**src/rtl/sine_sweep_pkg.sv**
```systemverilog
// Shared types and constants for the sine sweep controller.
// Holds the FSM state encoding, sweep mode codes and default widths.
package sine_sweep_pkg;

    localparam int DEFAULT_PHASE_WIDTH = 32;
    localparam int DEFAULT_DWELL_WIDTH = 16;

    localparam logic [1:0] MODE_SINGLE = 2'd0;
    localparam logic [1:0] MODE_SAW    = 2'd1;
    localparam logic [1:0] MODE_TRI    = 2'd2;

    typedef enum logic [1:0] {
        IDLE     = 2'd0,
        RUN_UP   = 2'd1,
        RUN_DOWN = 2'd2
    } sweep_state_e;

    // The reserved mode code behaves like a single sweep.
    function automatic logic [1:0] normalize_mode(input logic [1:0] mode);
        return (mode == 2'd3) ? MODE_SINGLE : mode;
    endfunction

endpackage

```
**src/rtl/sweep_dwell_timer.sv**
```systemverilog
// Dwell interval counter: pulses o_terminal on the last cycle of every
// max(dwell,1)-cycle interval while enabled; cleared back to zero on i_clear.
module sweep_dwell_timer #(
    parameter int DWELL_WIDTH = 16
) (
    input  logic                   i_clk,
    input  logic                   i_rst_n,
    input  logic                   i_clear,
    input  logic                   i_enable,
    input  logic [DWELL_WIDTH-1:0] i_dwell,
    output logic                   o_terminal
);

    logic [DWELL_WIDTH-1:0] count_reg;
    logic [DWELL_WIDTH-1:0] last_count;

    // A dwell of zero is treated as one cycle per step.
    assign last_count = (i_dwell == '0) ? '0 : i_dwell - DWELL_WIDTH'(1);
    assign o_terminal = i_enable && !i_clear && (count_reg == last_count);

    always_ff @(posedge i_clk or negedge i_rst_n) begin
        if (!i_rst_n) begin
            count_reg <= '0;
        end else if (i_clear) begin
            count_reg <= '0;
        end else if (i_enable) begin
            count_reg <= o_terminal ? '0 : count_reg + DWELL_WIDTH'(1);
        end
    end

endmodule

```
**src/rtl/sine_sweep_controller.sv**
```systemverilog
// Chirp sequencer: latches a sweep configuration on start and steps the
// generator phase increment every dwell interval in single/saw/triangle mode.
module sine_sweep_controller
    import sine_sweep_pkg::*;
#(
    parameter int PHASE_WIDTH = DEFAULT_PHASE_WIDTH,
    parameter int DWELL_WIDTH = DEFAULT_DWELL_WIDTH
) (
    input  logic                   i_clk,
    input  logic                   i_rst_n,
    input  logic                   i_start,
    input  logic                   i_abort,
    input  logic [1:0]             i_mode,
    input  logic [PHASE_WIDTH-1:0] i_start_inc,
    input  logic [PHASE_WIDTH-1:0] i_stop_inc,
    input  logic [PHASE_WIDTH-1:0] i_step,
    input  logic [DWELL_WIDTH-1:0] i_dwell,
    output logic [PHASE_WIDTH-1:0] o_phase_adder,
    output logic                   o_gen_rst,
    output logic                   o_busy,
    output logic                   o_step_tick,
    output logic                   o_done,
    output logic                   o_cfg_err
);

    sweep_state_e           state_reg, state_next;
    logic [PHASE_WIDTH-1:0] cur_reg, cur_next;
    logic [PHASE_WIDTH-1:0] start_reg, stop_reg, step_reg;
    logic [DWELL_WIDTH-1:0] dwell_reg;
    logic [1:0]             mode_reg;
    logic                   load_cfg;
    logic                   tick_next, done_next, err_next;
    logic                   dwell_tc;

    logic [PHASE_WIDTH:0]   up_sum, down_diff;
    logic                   up_ok, down_ok;

    // One extra bit catches carry past the top and borrow below zero.
    assign up_sum    = {1'b0, cur_reg} + {1'b0, step_reg};
    assign down_diff = {1'b0, cur_reg} - {1'b0, step_reg};
    assign up_ok     = !up_sum[PHASE_WIDTH] && (up_sum[PHASE_WIDTH-1:0] <= stop_reg);
    assign down_ok   = !down_diff[PHASE_WIDTH] && (down_diff[PHASE_WIDTH-1:0] >= start_reg);

    sweep_dwell_timer #(
        .DWELL_WIDTH(DWELL_WIDTH)
    ) u_dwell_timer (
        .i_clk      (i_clk),
        .i_rst_n    (i_rst_n),
        .i_clear    ((state_reg == IDLE) || i_abort),
        .i_enable   (state_reg != IDLE),
        .i_dwell    (dwell_reg),
        .o_terminal (dwell_tc)
    );

    always_comb begin
        state_next = state_reg;
        cur_next   = cur_reg;
        load_cfg   = 1'b0;
        tick_next  = 1'b0;
        done_next  = 1'b0;
        err_next   = 1'b0;

        unique case (state_reg)
            IDLE: begin
                if (i_start && !i_abort) begin
                    if ((i_step == '0) || (i_start_inc > i_stop_inc)) begin
                        err_next = 1'b1;
                    end else begin
                        load_cfg   = 1'b1;
                        cur_next   = i_start_inc;
                        state_next = RUN_UP;
                    end
                end
            end
            RUN_UP: begin
                if (i_abort) begin
                    state_next = IDLE;
                end else if (dwell_tc) begin
                    if (up_ok) begin
                        cur_next  = up_sum[PHASE_WIDTH-1:0];
                        tick_next = 1'b1;
                    end else if (mode_reg == MODE_SAW) begin
                        // Wrapping onto the value already shown is not a change.
                        cur_next  = start_reg;
                        tick_next = (cur_reg != start_reg);
                    end else if (mode_reg == MODE_TRI) begin
                        if (down_ok) begin
                            cur_next   = down_diff[PHASE_WIDTH-1:0];
                            state_next = RUN_DOWN;
                            tick_next  = 1'b1;
                        end
                    end else begin
                        state_next = IDLE;
                        done_next  = 1'b1;
                    end
                end
            end
            RUN_DOWN: begin
                if (i_abort) begin
                    state_next = IDLE;
                end else if (dwell_tc) begin
                    if (down_ok) begin
                        cur_next  = down_diff[PHASE_WIDTH-1:0];
                        tick_next = 1'b1;
                    end else if (up_ok) begin
                        cur_next   = up_sum[PHASE_WIDTH-1:0];
                        state_next = RUN_UP;
                        tick_next  = 1'b1;
                    end
                end
            end
            default: begin
                state_next = IDLE;
            end
        endcase
    end

    always_ff @(posedge i_clk or negedge i_rst_n) begin
        if (!i_rst_n) begin
            state_reg <= IDLE;
            cur_reg   <= '0;
            start_reg <= '0;
            stop_reg  <= '0;
            step_reg  <= '0;
            dwell_reg <= '0;
            mode_reg  <= MODE_SINGLE;
        end else begin
            state_reg <= state_next;
            cur_reg   <= cur_next;
            if (load_cfg) begin
                start_reg <= i_start_inc;
                stop_reg  <= i_stop_inc;
                step_reg  <= i_step;
                dwell_reg <= i_dwell;
                mode_reg  <= normalize_mode(i_mode);
            end
        end
    end

    // Outputs are registered from the next-state view so they line up with the state.
    always_ff @(posedge i_clk or negedge i_rst_n) begin
        if (!i_rst_n) begin
            o_phase_adder <= '0;
            o_gen_rst     <= 1'b1;
            o_busy        <= 1'b0;
            o_step_tick   <= 1'b0;
            o_done        <= 1'b0;
            o_cfg_err     <= 1'b0;
        end else begin
            o_phase_adder <= (state_next == IDLE) ? '0 : cur_next;
            o_gen_rst     <= (state_next == IDLE);
            o_busy        <= (state_next != IDLE);
            o_step_tick   <= tick_next;
            o_done        <= done_next;
            o_cfg_err     <= err_next;
        end
    end

endmodule
```
**config.mk**
```make
export PLATFORM = sky130hd
export DESIGN_NAME = sine_sweep_controller
export DESIGN_NICKNAME = d
export VERILOG_FILES = /design/src/rtl/sine_sweep_pkg.sv /design/src/rtl/sweep_dwell_timer.sv /design/src/rtl/sine_sweep_controller.sv
export SDC_FILE = /design/constraint.sdc
export NUM_CORES = 1
export LEC_CHECK = 0
export CELL_PAD_IN_SITES_DETAIL_PLACEMENT = 1
export CELL_PAD_IN_SITES_GLOBAL_PLACEMENT = 1
export CORE_MARGIN = 2
export CORE_UTILIZATION = 44
export DETAILED_ROUTE_END_ITERATION = 16
export HOLD_SLACK_MARGIN = 0.03
export PLACE_DENSITY = 0.88
export SYNTH_ARGS = -nofsm -noshare
export SYNTH_HDL_FRONTEND = slang
export SYNTH_SLANG_ARGS = --single-unit
```
**constraint.sdc**
```tcl
create_clock -name i_clk -period 6.9 [get_ports i_clk]
set_clock_uncertainty 0.15 [all_clocks]
set_input_delay 1.38 -clock i_clk [delete_from_list [all_inputs] [get_ports i_clk]]
set_output_delay 1.38 -clock i_clk [all_outputs]
set_load 0.05 [all_outputs]
```
### Yosys cells after proc, flatten, opt, wreduce, memory -nomap -nowiden

Index checks and enable logic that the tools add are counted.

* $add $sub $neg: 4
* magnitude comparators: 3
* equality and inequality tests: 7
* mux-type cells: 55
* reduce and logical (&&, ||, !) cells: 18

Operator list (count)
* $mux W32: 13
* $pmux W32 S3: 1
* $mux W16: 4
* $add A32 B32 Y33: 1
* $sub A32 B32 Y33: 1
* $ge A32 B32 Y1: 1
* $gt A32 B32 Y1: 1
* $le A32 B32 Y1: 1
* $logic_not A32 Y1: 1
* $ne A32 B32 Y1: 1
* $mux W2: 13
* $mux W1: 22
* $add A16 B1 Y16 const B: 1
* $eq A16 B16 Y1: 1
* $logic_not A16 Y1: 1
* $sub A16 B1 Y16 const B: 1
* $eq A2 B2 Y1 const B: 3
* $pmux W2 S3: 1
* $reduce_bool A2 Y1: 3
* $logic_and A1 B1 Y1: 5
* $eq A2 B1 Y1 const B: 2
* $logic_not A1 Y1: 4
* $logic_not A2 Y1: 2
* $logic_or A1 B1 Y1: 2
* $pmux W1 S2: 1

* register bits after elaboration: 201
* input port bits: 118
* output and inout bits: 37
* logic and storage cells: 101

### Longest topological paths before layout

* word-level depth: 12
* depth in mapped cells: 25
* depth with buffers taken out: 24

### By module

From an unflattened synthesis, not the netlist that was laid out.

* cells, all modules: 2243
* area total of the unflattened synthesis: 18237.5 um2

Modules (own cells, without submodules)
* sine_sweep_controller: times used 1, cells each 1975, area an instance 16189.3 um2, sequential area each 4630.7 um2
* sweep_dwell_timer: times used 1, cells each 268, area an instance 2048.2 um2, sequential area each 400.4 um2

### Least setup slack after synthesis

OpenSTA, ideal clock, no wires.

* path kind: register to register
* start: reg cur_reg[2]
* end: reg o_phase_adder[5]
* arrival time: 5.472 ns
* slack: 1.159 ns
* cell stages (with the launch flop): 23
* period minus slack after synthesis: 5.741 ns
* cells stage by stage: dfrtp_1 > ha_1 > clkbuf_1 > inv_1 > a221oi_1 > nor4b_1 > nor2_1 > o31ai_1 > a21oi_1 > o21bai_1 > xnor2_1 > ha_1 > nand4_1 > or4_1 > nor4b_1 > o211ai_1 > a211oi_1 > clkbuf_1 > nor2_1 > a211o_1 > buf_4 > a221o_1 > and2_1

RTL lines
* start: declaration: line sine_sweep_controller.sv:27 `logic [PHASE_WIDTH-1:0] cur_reg, cur_next;`
* start signal: assignment: line sine_sweep_controller.sv:129 `cur_reg <= cur_next;`
* $sub A32 B32 Y33: line sine_sweep_controller.sv:40 `assign down_diff = {1'b0, cur_reg} - {1'b0, step_reg};`
* $ge A32 B32 Y1 or $logic_not A1 Y1 (tied branches): line sine_sweep_controller.sv:42 `assign down_ok = !down_diff[PHASE_WIDTH] && (down_diff[PHASE_WIDTH-1:0] >= start_reg);`
* $logic_and A1 B1 Y1: line sine_sweep_controller.sv:42
* $mux W32: line sine_sweep_controller.sv:87 `if (down_ok) begin`
* $mux W32: line sine_sweep_controller.sv:86 `end else if (mode_reg == MODE_TRI) begin`
* $mux W32: line sine_sweep_controller.sv:82 `end else if (mode_reg == MODE_SAW) begin`
* $mux W32: line sine_sweep_controller.sv:79 `if (up_ok) begin`
* $mux W32: line sine_sweep_controller.sv:78 `end else if (dwell_tc) begin`
* $mux W32: line sine_sweep_controller.sv:76 `if (i_abort) begin`
* $pmux W32 S3 *: line sine_sweep_controller.sv:63 `unique case (state_reg)`
* via cur_next[5]: line sine_sweep_controller.sv:27
* $mux W32 *: line sine_sweep_controller.sv:150 `o_phase_adder <= (state_next == IDLE) ? '0 : cur_next;`
* end signal: assignment: line sine_sweep_controller.sv:150
* end: declaration: line sine_sweep_controller.sv:18 `output logic [PHASE_WIDTH-1:0] o_phase_adder,`

The timed path passes the listed nets; every way through them passes the cells marked *.
A chain may end at the register's enable or synchronous reset.

### Final worst setup path

* start: reg cur_reg[4]
* end: reg cur_reg[31]

* cells in the longest elaborated chain, start to end: 10

Ends and longest elaborated chain (line)
* $sub A32 B32 Y33: sine_sweep_controller.sv:40
* $ge A32 B32 Y1 or $logic_not A1 Y1 (tied branches): sine_sweep_controller.sv:42
* $logic_and A1 B1 Y1: sine_sweep_controller.sv:42
* $mux W32: sine_sweep_controller.sv:87
* $mux W32: sine_sweep_controller.sv:86
* $mux W32: sine_sweep_controller.sv:82
* $mux W32: sine_sweep_controller.sv:79
* $mux W32: sine_sweep_controller.sv:78
* $mux W32: sine_sweep_controller.sv:76
* $pmux W32 S3 *: sine_sweep_controller.sv:63
* via cur_next[31]: sine_sweep_controller.sv:27

Marks and branches as above.

==> results.yml <==
status:
  status: "finished clean"
global_route:
  grt_pass1_vias: 16900
  grt_first_pass_wirelength_um: 99060
  grt.total_usage: 0.3353
  antenna_found_initial: 2
  grt_overflow: 0
  grt_max_degree: 72
synthesis:
  ys.flop_type: "dfrtp_1"
  yosysSeqAreaShare: 0.3120
  synth_nets: 2263
  synth_area_leaders: "dfrtp_1, ha_1, nand2_1"
  syn_avg_cell_area_um2: 8.164
  synthCells: 1975
  synth_async_sr_flop_share: 1.000
  yosysWarnings: 0
  synth_common_cells: "nand2_1, dfrtp_1, inv_1"
  synth_largest_type_area_fraction: 0.3104
  synth-seq-cells: 201
  yosys.area.top_type: "dfrtp_1"
  synth_enable_flop_cells: 0
  synth.most_common_cell: "nand2_1"
  synth_area_mm2: 0.01612
  netlist-cell-type-count: 79
route:
  wl_per_cell_um: 24.95
  route.final.wire_length_um: 64650
  firstDrtPassIters: 6
  drt_iter0_drc: 1421
  drc_errors: 0
  vias: 16240
  antenna_left: 0
  vias_per_cell: 6.269
cts:
  tritoncts: "built"
  htreeDepth: 1
  clk_latency_ns: 0.58
  cts_root_buf: "clkbuf_16"
  post_cts_buffers: 0
  cts_buffers: 27
  cts_buffer_depth: 3
  clk_pin_slew_ns: 0.06
  cts_sinks: 201
  postCtsResizedCells: 1
  cts_hold_repair.buffers: 0
timing:
  relSlewSlack: 0.09927
  fmax_mhz: 147.6
  hold_viol_final: 0
  rsz0062_at_grt: "no"
  layout_worst_path_cycle_share: 0.9817
  setup_viol: 0
  setup_tns_ns: 0
  slew_viol_final: 0
  worstMarginPinSlew_ns: 1.348
  min_period_ns: 6.773
setup_path:
  worstSetupPathType: "reg -> reg"
  crit_family: "compound AO/OA/AOI/OAI gates"
  r2r-end: "cur_reg[31]"
  worstPathBufferInverterCount: 3
  path_common_cell: "nor2_1"
  crit_path_cell_trace: "ha_1 > inv_1 > a21oi_1 > o31ai_1 > nor2_1 > buf_4 > o31ai_2 > a21oi_1 > xnor2_1 > ha_1 > nand4_1 > nor4_1 > nor2_1 > o41ai_1 > o211ai_1 > a211oi_1 > buf_4 > nand2b_1 > nor2_1 > a32o_1 > a211oi_1 > o21ai_0"
  critPathMaxStageDelay_ns: 0.91
  start_kind: "flip-flop"
  arrival_ns: 7.03
  timing.rr.start: "cur_reg[4]"
  ff2ff_path_depth: 22
  cp_max_fo: 17
  cp.required_ns: 7.16
  end_kind: "flip-flop"
  reg2reg_slack_ns: 0.13
  cp_slowest_cell: "nor4_1"
finish:
  area_growth_pct: 19.23
  fill_cells: 4310
  final_cell_area_mm2: 0.01922
  fin_util: 0.5289
  stdcell_count: 2591
  drive_gt1_frac: 0.06076
  finalNetCount: 2390
  antennaDiodeCount: 0
die:
  boundaryPins: 155
  dieWidth_um: 195.4
  start_util: 0.4436
  dieArea_mm2: 0.03819
  core_area_mm2: 0.03635
  die_h_um: 195.4
  num_rows: 70
place:
  hpwl_um: 50670
  io_buffers: 154
  placed_cells: 2541
  dpl_cell_area_mm2: 0.01821
  gp_congestion: 1.026
job:
  cap_violations: 0
power_and_ir_drop:
  leakage_nw: 8.671
  p_seq_frac: 0.232
  p_per_area_mw_per_mm2: 363.0
  comb_power_share: 0.546
  p_sw_mw: 3.281
  vdd_drop_max_uv: 221.8
  p_int_mw: 3.698
  switching_share: 0.4701
  power_frac_clock: 0.222
worst_hold_path:
  min_from: "stop_reg[0]"
  hold_path_class: "reg -> reg"
  holdPathStages: 2
  min_to: "stop_reg[0]"
stage by stage:
| stage | hold slack, ns | worst slack [ns] | total power, mW |
|---|---|---|---|
| after global placement | 0.3304 | 0.1757 | 5.108 |
| after detailed placement | 0.3241 | -0.001424 | 5.275 |
| after floorplan | 0.3023 | 1.159 | 3.937 |
| after global routing | 0.3693 | 0.002450 | 7.353 |
| after CTS | 0.3394 | 0.2240 | 6.872 |
| final | 0.3358 | 0.1266 | 6.979 |
worst max path at each step:
stage                     startpoint                 to  slack (ns)  cells past startpoint
after floorplan           cur_reg[2]   o_phase_adder[5]        1.16                     22
after global placement    cur_reg[2]   o_phase_adder[9]        0.18                     23
after detailed placement  cur_reg[2]   o_phase_adder[6]      -0.001                     22
after CTS                 cur_reg[4]   o_phase_adder[6]        0.22                     22
after global routing      cur_reg[4]  o_phase_adder[26]       0.002                     22
final                     cur_reg[4]        cur_reg[31]        0.13                     22
cells in the final DEF (no fill, tap or decap), types with 46 or more instances in the layout:
cell type,Yosys,layout
nand2_1,247,247
dfrtp_1,200,200
ha_1,168,168
clkdlybuf4s50_1,0,153
nand3_1,46,46
inv_1,179,179
nor2_1,110,108
o21ai_0,160,160
xnor2_1,93,92
a21oi_1,126,126
worst min-delay path: stages (launching register included):
cell and delay (ns):
dfrtp_1 0.35, nand2_1 0.05, nand2_1 0.05
metal layers:
metal  part of all wire  up-vias  track usage
met4              0.052        4       0.1544
met3              0.079      191      0.06546
met2               0.47      720       0.5550
li1                   -     7262            -
met1               0.40     8066       0.4230
met5            0.00037        -            0
cell families (layout without fill, tap and decap cells):
logic type | Yosys count | in the layout | share of synthesized area
AO/OA/AOI/OAI | 558 | 558 | 0.2216
XOR/XNOR | 117 | 117 | 0.06356
adder cells (fa/ha/maj) | 170 | 170 | 0.1329
buffers and inverters | 281 | 429 | 0.06666
flip-flops | 201 | 201 | 0.3120
multiplexers | 33 | 33 | 0.02126
AND/OR/NAND/NOR | 615 | 615 | 0.1820
area by class of cell:
| class | instances | area, µm² | area share |
|---|---|---|---|
| clock inverters | 13 | 188.9 | 0.009828 |
| inverters | 183 | 689.4 | 0.03586 |
| multi-input cells | 1493 | 10060 | 0.5236 |
| repair buffers | 196 | 1871 | 0.09731 |
| clock buffers | 37 | 793.3 | 0.04127 |
| well taps | 468 | 585.6 | 0.03046 |
| flip-flops and latches | 201 | 5031 | 0.2617 |
power groups by stage:
stage | clock network, mW | registers (mW) | logic, mW
floorplan | 0 | 1.53 | 2.41
global placement | 0 | 1.61 | 3.50
detailed placement | 0 | 1.63 | 3.65
CTS | 1.57 | 1.61 | 3.70
global route | 1.61 | 1.64 | 4.10
finish | 1.55 | 1.62 | 3.81
(Power assumes the default switching activity.)
